$ cat config.mk
export PLATFORM = sky130hd
export DESIGN_NAME = fp_ieee_to_flopoco_5_5
export DESIGN_NICKNAME = d
export VERILOG_FILES = /design/src/rtl/flopoco_pkg.sv /design/src/rtl/fp_ieee_to_flopoco_5_5_pipe_stage.sv /design/src/rtl/fp_ieee_to_flopoco_5_5.sv
export SDC_FILE = /design/constraint.sdc
export NUM_CORES = 1
export LEC_CHECK = 0
export BUFFER_PORTS_ARGS = -buffer_cell sky130_fd_sc_hd__clkbuf_2
export CAP_MARGIN = 15
export CORE_MARGIN = 2
export CORE_UTILIZATION = 40
export CTS_BUF_LIST = sky130_fd_sc_hd__clkbuf_8
export DETAILED_ROUTE_END_ITERATION = 7
export HOLD_SLACK_MARGIN = 0.06
export PLACE_DENSITY = 0.62
export SLEW_MARGIN = 25
export SYNTH_ARGS = -nofsm -noshare
export SYNTH_HDL_FRONTEND = slang
export SYNTH_HIERARCHICAL = 1
export SYNTH_SLANG_ARGS = --single-unit
$ cat constraint.sdc
create_clock -name clk -period 1.6 [get_ports clk]
set_input_delay 0.32 -clock clk [delete_from_list [all_inputs] [get_ports clk]]
set_output_delay 0.32 -clock clk [all_outputs]
set_load 0.01 [all_outputs]
$ cat src/rtl/flopoco_pkg.sv
`default_nettype none
// ============================================================================
// Module   : flopoco_pkg
// Purpose  : Shared widths, exception encoding and packed word layouts for
//            the IEEE -> FloPoCo 5/5 input formatter.
// Revision : 1.0  initial release
// ============================================================================
package flopoco_pkg;

  localparam int WE   = 5;
  localparam int WF   = 5;
  localparam int BIAS = 15;

  // FloPoCo exception field
  typedef enum logic [1:0] {
    EXN_ZERO = 2'b00,
    EXN_NORM = 2'b01,
    EXN_INF  = 2'b10,
    EXN_NAN  = 2'b11
  } exn_t;

  typedef struct packed {
    logic          sign;
    logic [WE-1:0] exp;
    logic [WF-1:0] frac;
  } ieee_t;

  typedef struct packed {
    exn_t          exn;
    logic          sign;
    logic [WE-1:0] exp;
    logic [WF-1:0] frac;
  } flopoco_t;

  // First-stage decode: class, raw fields and leading-one information.
  // norm_shift marks a subnormal whose leading one sits in the fraction MSB.
  typedef struct packed {
    exn_t          exn;
    logic          sign;
    logic [WE-1:0] exp;
    logic [WF-1:0] frac;
    logic          norm_shift;
    logic          flush;
  } dec_t;

  // Second-stage payload: packed output word plus its flush marker
  typedef struct packed {
    flopoco_t word;
    logic     flush;
  } pack_t;

  localparam int DEC_W  = $bits(dec_t);
  localparam int PACK_W = $bits(pack_t);

endpackage
`default_nettype wire

$ cat src/rtl/fp_ieee_to_flopoco_5_5_pipe_stage.sv
`default_nettype none
// ============================================================================
// Module   : fp_pipe_stage
// Purpose  : Generic valid/ready register slice. Loads when empty or when
//            its current word leaves in the same cycle (bubble collapsing).
// Revision : 1.0  initial release
// ============================================================================
module fp_pipe_stage #(
  parameter int W = 8
) (
  input  logic         clk,
  input  logic         rst_n,
  input  logic         in_valid,
  output logic         in_ready,
  input  logic [W-1:0] in_data,
  output logic         out_valid,
  input  logic         out_ready,
  output logic [W-1:0] out_data
);

  logic         valid_d, valid_q;
  logic [W-1:0] data_d,  data_q;
  logic         load;

  assign in_ready  = !valid_q || out_ready;
  assign load      = in_valid && in_ready;
  assign out_valid = valid_q;
  assign out_data  = data_q;

  // Next-state: take a new word, drain the current one, or hold while stalled
  always_comb begin
    valid_d = valid_q;
    data_d  = data_q;
    if (load) begin
      valid_d = 1'b1;
      data_d  = in_data;
    end else if (out_ready) begin
      valid_d = 1'b0;
    end
  end

  // Stage register; reset discards any in-flight word
  always_ff @(posedge clk or negedge rst_n) begin
    if (!rst_n) begin
      valid_q <= 1'b0;
      data_q  <= '0;
    end else begin
      valid_q <= valid_d;
      data_q  <= data_d;
    end
  end

endmodule
`default_nettype wire

$ cat src/rtl/fp_ieee_to_flopoco_5_5.sv
`default_nettype none
// ============================================================================
// Module   : fp_ieee_to_flopoco_5_5
// Purpose  : Converts packed IEEE-style {sign, exp, frac} into FloPoCo
//            {exn, sign, exp, frac} through a 2-stage valid/ready pipeline,
//            with sticky {flush, inf, nan} flags.
//            Define FP_IEEE2FLOPOCO_SUBNORM_EN to normalise subnormals whose
//            fraction MSB is set instead of flushing every subnormal.
// Revision : 1.0  initial release
// ============================================================================
module fp_ieee_to_flopoco_5_5 #(
  parameter int ID = 1,
  parameter int WE = 5,
  parameter int WF = 5
) (
  input  logic               clk,
  input  logic               rst_n,
  input  logic               in_valid,
  output logic               in_ready,
  input  logic [WE+WF:0]     in_data,
  output logic               out_valid,
  input  logic               out_ready,
  output logic [WE+WF+2:0]   out_data,
  input  logic               flag_clr,
  output logic [2:0]         flags
);

  import flopoco_pkg::*;

  // Only the 5/5 geometry with the matching bias is supported
  if (WE != 5 || WF != 5 || BIAS != 15 || ID < 0) begin : g_cfg_check
    $error("fp_ieee_to_flopoco_5_5: unsupported configuration");
  end

  ieee_t    in_word;
  dec_t     dec;
  dec_t     s1_q;
  logic     s1_v, s2_rdy;
  pack_t    pk;
  pack_t    s2_q;
  logic     fire;
  logic [2:0] flags_d, flags_q;

  assign in_word = ieee_t'(in_data);

  // Classify the incoming IEEE word and gather leading-one information
  always_comb begin
    dec            = '0;
    dec.sign       = in_word.sign;
    dec.exp        = in_word.exp;
    dec.frac       = in_word.frac;
    if (&in_word.exp) begin
      dec.exn = (|in_word.frac) ? EXN_NAN : EXN_INF;
    end else if (in_word.exp == '0) begin
      if (in_word.frac == '0) begin
        dec.exn = EXN_ZERO;
      end else begin
`ifdef FP_IEEE2FLOPOCO_SUBNORM_EN
        // Only a leading one in the fraction MSB lands inside FloPoCo range
        if (in_word.frac[WF-1]) begin
          dec.exn        = EXN_NORM;
          dec.norm_shift = 1'b1;
        end else begin
          dec.exn   = EXN_ZERO;
          dec.flush = 1'b1;
        end
`else
        dec.exn   = EXN_ZERO;
        dec.flush = 1'b1;
`endif
      end
    end else begin
      dec.exn = EXN_NORM;
    end
  end

  fp_pipe_stage #(.W(DEC_W)) u_s1 (
    .clk       (clk),
    .rst_n     (rst_n),
    .in_valid  (in_valid),
    .in_ready  (in_ready),
    .in_data   (dec),
    .out_valid (s1_v),
    .out_ready (s2_rdy),
    .out_data  (s1_q)
  );

  // Pack the FloPoCo word; specials carry zero exponent/fraction.
  // Bias is identical in both formats so normal fields pass unchanged.
  always_comb begin
    pk           = '0;
    pk.word.exn  = s1_q.exn;
    pk.word.sign = s1_q.sign;
    pk.flush     = s1_q.flush;
    if (s1_q.exn == EXN_NORM) begin
      if (s1_q.norm_shift) begin
        pk.word.exp  = '0;
        pk.word.frac = {s1_q.frac[WF-2:0], 1'b0};
      end else begin
        pk.word.exp  = s1_q.exp;
        pk.word.frac = s1_q.frac;
      end
    end
  end

  fp_pipe_stage #(.W(PACK_W)) u_s2 (
    .clk       (clk),
    .rst_n     (rst_n),
    .in_valid  (s1_v),
    .in_ready  (s2_rdy),
    .in_data   (pk),
    .out_valid (out_valid),
    .out_ready (out_ready),
    .out_data  (s2_q)
  );

  assign out_data = s2_q.word;
  assign fire     = out_valid && out_ready;

  // Sticky flags: set on output transfer, cleared on request, set wins
  always_comb begin
    flags_d = flag_clr ? 3'b000 : flags_q;
    if (fire) begin
      flags_d = flags_d | {s2_q.flush,
                           s2_q.word.exn == EXN_INF,
                           s2_q.word.exn == EXN_NAN};
    end
  end

  // Flag register
  always_ff @(posedge clk or negedge rst_n) begin
    if (!rst_n) begin
      flags_q <= 3'b000;
    end else begin
      flags_q <= flags_d;
    end
  end

  assign flags = flags_q;

endmodule
`default_nettype wire

==> impl_metrics.yaml, run 1 <==
clocking:
  cts.clk_slew.worst_paths_ps: 70
  postCtsSetupBuffers: 0
  cts_max_level: 2
  cts_tree: "built"
  clkSinkCount: 34
  clock_path_buffers: 2
  cts_root_buf: "clkbuf_8"
  cts-buffers-inserted: 5
  cts_resized: 0
  insertion_delay_ps: 290
  hold_buffers: 0
timing:
  rsz0062_at_grt: "no"
  post-route-min-period_ps: 1420
  hold_viol_final: 0
  skew_ps: 6.05
  finalSetupTns_ps: 0
  drv_slew: 0
  setup_violations: 0
  finalCritPeriodShare: 0.888
  fmax_ghz: 0.704
worst_setup_path:
  cp_slowest_stage_delay_ps: 430
  r2r-end: "u_s1/out_data[13]"
  startpoint_type: "flop"
  worstPathCellList: "nand2b_4 > nand2b_4 > clkbuf_2"
  critPathArrivalTime_ps: 1100
  crit_path_top_delay_cell: "dfrtp_1"
  path_class: "reg2out"
  cpMostUsedCell: "nand2b_4"
  endpoint_kind: "primary output"
  r2r_setup_slack_ps: 210
  reg2reg_depth: 4
  r2r_start: "u_s2/out_valid"
  crit_fanout: 4
  worstPathRequired_ps: 1280
pwr:
  p_switching_uw: 606
  power_leakage_uw: 0.000956
  clockPowerShare: 0.330
  swShare: 0.259
  combinationalPowerShare: 0.205
  power_frac_seq: 0.464
  p_per_area_nw_per_um2: 1250
  p_int_uw: 1730
  max-vdd-ir-drop_uv: 403
synth:
  yosys_warnings: 6
  avgSynthCellArea_um2: 14.7
  syn_inst: 107
  netlist_area_um2: 1580
  ys_seq_area_frac: 0.540
  ys_ff_latch: 34
  synth.net_count: 123
  synth_cell_types: 22
global_route:
  track_usage: 0.140
  grt_pass1_wl_um: 4460
  grt-ovfl-total: 0
  antenna_found_initial: 0
  grt_pass1_vias: 938
  grt_max_degree: 35
floorplanning:
  core-area_um2: 3720
  initial_utilization: 0.424
  die_height_um: 66.8
  ios: 34
  row_count: 22
  dieWidth_um: 66.8
  die-area_um2: 4460
drt:
  wl_per_cell_um: 13.8
  first_pass_iters: 4
  via_per_inst: 4.71
  vias: 913
  antenna_left: 0
  drc: 0
  routed_wl_um: 2680
  drt_iter0_markers: 34
run:
  cap_violations: 0
final_layout:
  fill_cells: 338
  drive_gt1_frac: 0.541
  post-route-util: 0.504
  area_delta_synth_final_pct: 18.9
  final_nets: 161
  antenna_cells: 0
worst_hold_path:
  hold_class: "in2async"
placement:
  gp_congestion: 0.677
  numPortBuffers: 33
  dp_hpwl_um: 1910
status:
  status: "complete, no violations"
==> worst max-delay path by stage <==
stage | start | endpoint | slack (ps) | cells after the start
6_report | u_s2/out_valid | in_ready | 180 | 3
5_1_grt | u_s2/out_valid | in_ready | 120 | 3
4_1_cts | u_s2/out_valid | in_ready | 170 | 3
3_5_place_dp | in_data[0] | u_s1/out_data[13] | 70 | 5
3_3_place_gp | in_data[0] | u_s1/out_data[13] | 100 | 5
2_1_floorplan | in_data[0] | u_s1/out_data[13] | 220 | 4
==> area by class of cell <==
cell class / count / area, µm² / area share
clock buffer: 5 / 68.8 / 0.0367
clock inverter: 3 / 40.0 / 0.0214
inverter: 4 / 15.0 / 0.00802
multi-input combinational: 66 / 666 / 0.355
sequential: 34 / 851 / 0.454
tap: 48 / 60.1 / 0.0321
timing repair buffer: 34 / 173 / 0.0922
==> flip-flops by register name, indices dropped and copies added, names as in the netlist <==
signal          flops
u_s1/out_valid      1
u_s2/out_valid      1
flags               3
u_s2/out_data      14
u_s1/out_data      15
==> cells in the mapped netlist <==
cell,count,area share
nor3_2,1,0.0064
dfrtp_1,34,0.54
nand2_4,2,0.014
o21ai_0,1,0.0032
nand2b_4,2,0.017
nand2b_1,1,0.0040
buf_12,2,0.025
mux2_2,9,0.064
nor2_4,1,0.0071
clkbuf_1,1,0.0024
nand3_1,3,0.0095
nand2_1,1,0.0024
or4_4,2,0.014
and2_1,6,0.024
conb_1,1,0.0024
o22ai_1,2,0.0079
nor2_1,7,0.017
a21oi_1,1,0.0032
mux2_4,20,0.19
mux2i_1,4,0.025
or2b_1,2,0.0095
inv_1,4,0.0095
==> stage by stage <==
stage / setup WS [ps] / hold slack (ps) / area (µm²) / cells / power, µW
floorplan: 220 / 24.4 / 1580 / 107 / 1420
detailed placement: 73.5 / 376 / 1760 / 186 / 1590
finish: 179 / 50.2 / 1870 / 194 / 2340
global placement: 103 / 367 / 1760 / 186 / 1570
global route: 121 / 89.4 / 1870 / 194 / 2460
CTS: 172 / 68.7 / 1870 / 194 / 2360
==> routing by layer <==
metal  GRT usage  part of all wire  wire length [µm]  vias to the layer above
li1            -                 -                 -                      440
met1       0.184              0.46              1240                      443
met2       0.203              0.47              1260                       22
met3      0.0355             0.037                98                        8
met4      0.0918             0.029                78                        0
met5           0                 0                 0                        -
==> logic make-up after synthesis <==
| kind of cell | after synthesis | synth area share |
|---|---|---|
| muxes | 33 | 0.280 |
| DFF | 34 | 0.540 |
| AOI/OAI and AO/OA | 4 | 0.0143 |
| and+or+nand+nor | 28 | 0.125 |
| other | 1 | 0.00238 |
| buffers and inverters | 7 | 0.0373 |
==> worst max-delay path: cells and delay by family, from the launching register on <==
family | cells | cell delay (ps)
buf+inv | 1 | 130
flops | 1 | 430
simple gates | 2 | 250
==> power groups by stage <==
stage,Sequential (µW),Clock [µW],Combinational [µW]
floorplan,1120,0,309
finish,1090,773,480
detailed placement,1100,0,485
global route,1100,833,527
CTS,1090,779,490
global placement,1090,0,476
==> cells in the final DEF (no fill, tap or decap), drive strengths merged <==
cell type,instances
clkbuf,38
dfrtp,34
mux2,29
nor2,8
and2,6
inv,4
mux2i,4
nand3,3
nand2b,3
nand2,3
o22ai,2
or4,2
clkinv,2
or2b,2
a21oi,1
o21ai,1
nor3,1
bufinv,1
buf,1
conb,1
(Power assumes the default switching activity.)
==> run 2, diff against run 1 <==
Settings changed: CELL_PAD_IN_SITES_DETAIL_PLACEMENT set to 0, CELL_PAD_IN_SITES_GLOBAL_PLACEMENT set to 2, CORE_UTILIZATION 40 to 38, PLACE_DENSITY 0.62 to 0.81.
==> run 2 against run 1 <==
Clock power decreased by 18%. Utilization down 3.7 points. Die area is 4.9% higher. Via count is 1.5% lower. Register-to-register slack hardly changed. Maximum frequency increased by 0.98%. Worst setup slack improved by 14 ps. Global-route usage down 0.77 points. Flip-flop and latch count did not move.
==> impl_metrics.yaml, run 2 (same netlist as run 1, synthesis figures left out) <==
clocking:
  cts_resized: 0
  clkSinkCount: 34
  clock_path_buffers: 2
  insertion_delay_ps: 280
  postCtsSetupBuffers: 0
  cts-buffers-inserted: 5
  cts_root_buf: "clkbuf_8"
  cts.clk_slew.worst_paths_ps: 60
  cts_max_level: 2
  hold_buffers: 1
  cts_tree: "built"
pwr:
  swShare: 0.264
  p_int_uw: 1620
  clockPowerShare: 0.288
  p_per_area_nw_per_um2: 1180
  max-vdd-ir-drop_uv: 608
  power_leakage_uw: 0.000955
  power_frac_seq: 0.494
  combinationalPowerShare: 0.218
  p_switching_uw: 579
timing:
  finalCritPeriodShare: 0.879
  finalSetupTns_ps: 0
  setup_violations: 0
  rsz0062_at_grt: "no"
  skew_ps: 4.88
  post-route-min-period_ps: 1410
  hold_viol_final: 0
  fmax_ghz: 0.711
  drv_slew: 0
worst_hold_path:
  hold_class: "in2reg"
  holdPathStages: 2
floorplanning:
  row_count: 23
  ios: 34
  initial_utilization: 0.394
  die_height_um: 68.4
  die-area_um2: 4680
  dieWidth_um: 68.4
  core-area_um2: 4000
worst_setup_path:
  cp_top_family: "flip-flops"
  crit_fanout: 4
  reg2reg_depth: 4
  critPathArrivalTime_ps: 1090
  worstPathRequired_ps: 1280
  worstPathCellList: "nand2b_4 > nand2b_4 > clkbuf_2"
  crit_path_top_delay_cell: "dfrtp_1"
  cpMostUsedCell: "nand2b_4"
  path_class: "reg2out"
  cp_slowest_stage_delay_ps: 430
  startpoint_type: "flop"
  critPathBufInv: 1
  crit_cells: 3
  endpoint_kind: "primary output"
drt:
  wl_met3_um: 122
  drc: 0
  wl_met2_um: 1250
  routed_wl_um: 2600
  first_pass_iters: 2
  wl_per_cell_um: 13.2
  via_per_inst: 4.56
  antenna_left: 0
  drt_iter0_markers: 7
  vias: 899
  highest_layer: "met4"
  met1_length_um: 1190
placement:
  gp_congestion: 0.746
  numPortBuffers: 33
  dp_hpwl_um: 2030
global_route:
  grt_max_degree: 20
  grt_pass1_wl_um: 4380
  grt_pass1_vias: 905
  grt-ovfl-total: 0
  antenna_found_initial: 0
  track_usage: 0.132
final_layout:
  post-route-util: 0.467
  area_delta_synth_final_pct: 18.6
  drive_gt1_frac: 0.531
  largest_register_ffs: 15
  antenna_cells: 0
  final_cell_mix: "dfrtp_1 (34), clkbuf_2 (33), mux2_4 (20), mux2_2 (9), nor2_1 (7)"
  layout_commonest_cell: "dfrtp_1"
  fill_cells: 363
  final_nets: 162
status:
  status: "complete, no violations"
run:
  cap_violations: 0
==> run 2: final cells by class <==
type / instances / area, µm² / share of cell area
inverter: 4 / 15.0 / 0.00804
multi-input combinational: 66 / 666 / 0.356
tap: 50 / 62.6 / 0.0335
clock buffer: 6 / 82.6 / 0.0442
clock inverter: 2 / 8.76 / 0.00469
timing repair buffer: 35 / 183 / 0.0978
sequential: 34 / 851 / 0.455
==> run 2: path summary, 6_finish.rpt <==
path / start / slack, ps / endpoint
min in group asynchronous: rst_n / 530 / u_s1/out_data[10]
setup / recovery: u_s2/out_valid / 190 / in_ready
hold / removal: flag_clr / 250 / flags[0]
hold reg to reg: u_s1/out_data[9] / 510 / u_s1/out_data[9]
setup reg to reg: u_s2/out_valid / 210 / u_s1/out_data[10]
max in group asynchronous: rst_n / 490 / u_s2/out_data[6]
==> run 2: stage by stage <==
step | hold WS, ps | power (µW) | instances | area (µm²) | worst slack [ps]
after floorplan | 24.4 | 1420 | 107 | 1580 | 220
after global placement | 285 | 1570 | 188 | 1770 | 99.8
after detailed placement | 295 | 1590 | 188 | 1770 | 90.0
after CTS | 235 | 2240 | 197 | 1870 | 171
after global routing | 236 | 2330 | 197 | 1870 | 132
final | 248 | 2200 | 197 | 1870 | 193
==> run 2: power groups by stage <==
stage	registers (µW)	clock network (µW)	logic, µW
after CTS	1090	660	488
after floorplan	1120	0	309
after global routing	1110	698	528
final	1080	633	479
after detailed placement	1100	0	485
after global placement	1100	0	476
==> run 2: worst register-to-register path, delay by kind of cell, from the launching register on <==
kind	cells	cell delay, ps
flops	1	420
simple gates	3	480
mux	1	380
==> run 2: routing by layer <==
layer	global-route usage	up-vias
met5	0	-
met4	0.0675	0
met3	0.0493	5
met2	0.188	18
met1	0.175	431
li1	-	445
==> run 3, diff against run 2 <==
--- a/constraint.sdc
+++ b/constraint.sdc
@@ -3,2 +3,2 @@
 set_output_delay 0.32 -clock clk [all_outputs]
-set_load 0.01 [all_outputs]
+set_load 0.05 [all_outputs]
==> run 3 against run 2 <==
Register-to-register slack better by 40 ps. Cell area unchanged. Final cell count shrank 0.51%. Non-clock buffer count up 1. Combinational power rose by 57%. Flip-flop and latch count unchanged. Global-route usage increased by 0.22 points. Clock power fell by 4.1%. Critical path depth stayed put. Via count is 1.1% higher. Maximum frequency down 8.4%. Worst setup slack worse by 130 ps.
==> impl_metrics.yaml, run 3 (same netlist as run 1, synthesis figures left out) <==
status:
  status: "complete, no violations"
final_layout:
  largest_register_ffs: 15
  multi_input_area_um2: 666
  fill_cells: 363
  drive_gt1_frac: 0.541
  final_cell_mix: "dfrtp_1 (33), clkbuf_2 (33), mux2_4 (20), mux2_2 (9), nor2_1 (7)"
  post-route-util: 0.467
  final_nets: 163
  seq_area_um2: 852
  antenna_cells: 0
  area_delta_synth_final_pct: 18.6
drt:
  wl_per_cell_um: 13.7
  drt_iter0_markers: 25
  vias: 909
  via_per_inst: 4.64
  drc: 0
  first_pass_iters: 4
  antenna_left: 0
  routed_wl_um: 2680
placement:
  dp_hpwl_um: 2100
  gp_congestion: 0.760
  numPortBuffers: 33
floorplanning:
  die_height_um: 68.4
  dieWidth_um: 68.4
  die-area_um2: 4680
  core-area_um2: 4000
  initial_utilization: 0.394
  ios: 34
  row_count: 23
pwr:
  swShare: 0.342
  power_leakage_uw: 0.000950
  p_int_uw: 1610
  combinationalPowerShare: 0.308
  p_per_area_nw_per_um2: 1310
  clockPowerShare: 0.248
  power_frac_seq: 0.444
  p_switching_uw: 837
  max-vdd-ir-drop_uv: 575
global_route:
  use_met3: 0.0461
  grt_pass1_wl_um: 4510
  grt-ovfl-total: 0
  track_usage: 0.134
  grtUsageMet1: 0.186
  use_met2: 0.189
  antenna_found_initial: 0
  grt_pass1_vias: 919
  grt_max_degree: 16
  grt.busiest_layer: "met2"
clocking:
  cts.clk_slew.worst_paths_ps: 60
  clkSinkCount: 34
  cts-buffers-inserted: 5
  clock_path_buffers: 2
  cts_max_level: 2
  postCtsSetupBuffers: 0
  cts_root_buf: "clkbuf_8"
  cts_tree: "built"
  insertion_delay_ps: 280
worst_setup_path:
  critPathArrivalTime_ps: 1220
  cp_slowest_stage_delay_ps: 430
  worstPathRequired_ps: 1280
  worstPathCellList: "nand2b_4 > nand2b_4 > clkbuf_2"
  crit_path_top_delay_cell: "dfrtp_2"
  r2r_setup_slack_ps: 250
  endpoint_kind: "primary output"
  startpoint_type: "flop"
  path_class: "reg2out"
  cpMostUsedCell: "nand2b_4"
  crit_fanout: 4
timing:
  hold_viol_final: 0
  rsz0062_at_grt: "no"
  finalCritPeriodShare: 0.960
  finalSetupTns_ps: 0
  skew_ps: 4.75
  drv_slew: 0
  fmax_ghz: 0.651
  setup_violations: 0
  post-route-min-period_ps: 1540
run:
  cap_violations: 0
worst_hold_path:
  hold_class: "in2reg"
## run 3: final timing paths
| path | startpoint | end | cells after the start |
|---|---|---|---|
| min reg2reg | u_s1/out_data[12] | u_s1/out_data[12] | 1 |
| max | u_s2/out_valid | in_ready | 3 |
| min in group asynchronous | rst_n | u_s1/out_data[12] | 2 |
| max in group asynchronous | rst_n | u_s1/out_data[1] | 3 |
| min | flag_clr | flags[0] | 2 |
| max reg2reg | u_s2/out_valid | u_s1/out_data[13] | 4 |
## run 3: power by group through the flow
stage	Sequential, µW	Combinational, µW	Clock, µW
detailed placement	1100	760	0
floorplan	1370	316	0
CTS	1090	763	629
global placement	1100	746	0
global route	1110	806	667
finish	1090	754	607
## run 3: per-stage QoR
stage / area (µm²) / hold WS (ps) / power [µW] / std cells / setup slack [ps]
after global routing: 1870 / 254 / 2580 / 196 / 7.48
after global placement: 1780 / 227 / 1840 / 189 / 99.8
after CTS: 1870 / 248 / 2480 / 196 / 47.2
after detailed placement: 1780 / 240 / 1860 / 189 / 71.0
final: 1870 / 256 / 2450 / 196 / 64.0
after floorplan: 1580 / 24.4 / 1690 / 107 / 30.1
## run 3: metal layers
metal	wire length, µm	vias to the layer above
met3	106	4
met2	1310	18
li1	-	440
met1	1230	447
met4	37	0
met5	0	-
## run 3: worst max-delay path: cells and delay by family (launching register included)
kind	cells	cell delay, ps
buffers and inverters	1	270
AND/OR/NAND/NOR	2	230
flip-flops	1	430
## run 3: layout make-up
class                           instances  area share
Multi-Input combinational cell         66       0.356
Timing Repair Buffer                   36       0.102
Clock buffer                            6      0.0442
Sequential cell                        34       0.456
Tap cell                               50      0.0335
Inverter                                4     0.00804
## run 3: what timing repair did
| action | 4_1_cts | 5_1_grt |
|---|---|---|
| hold buffers | 1 | 0 |
| endpoints found under the setup margin | 0 | 0 |
| hold endpoints to repair | 12 | 0 |
| resized for setup | 0 | 0 |
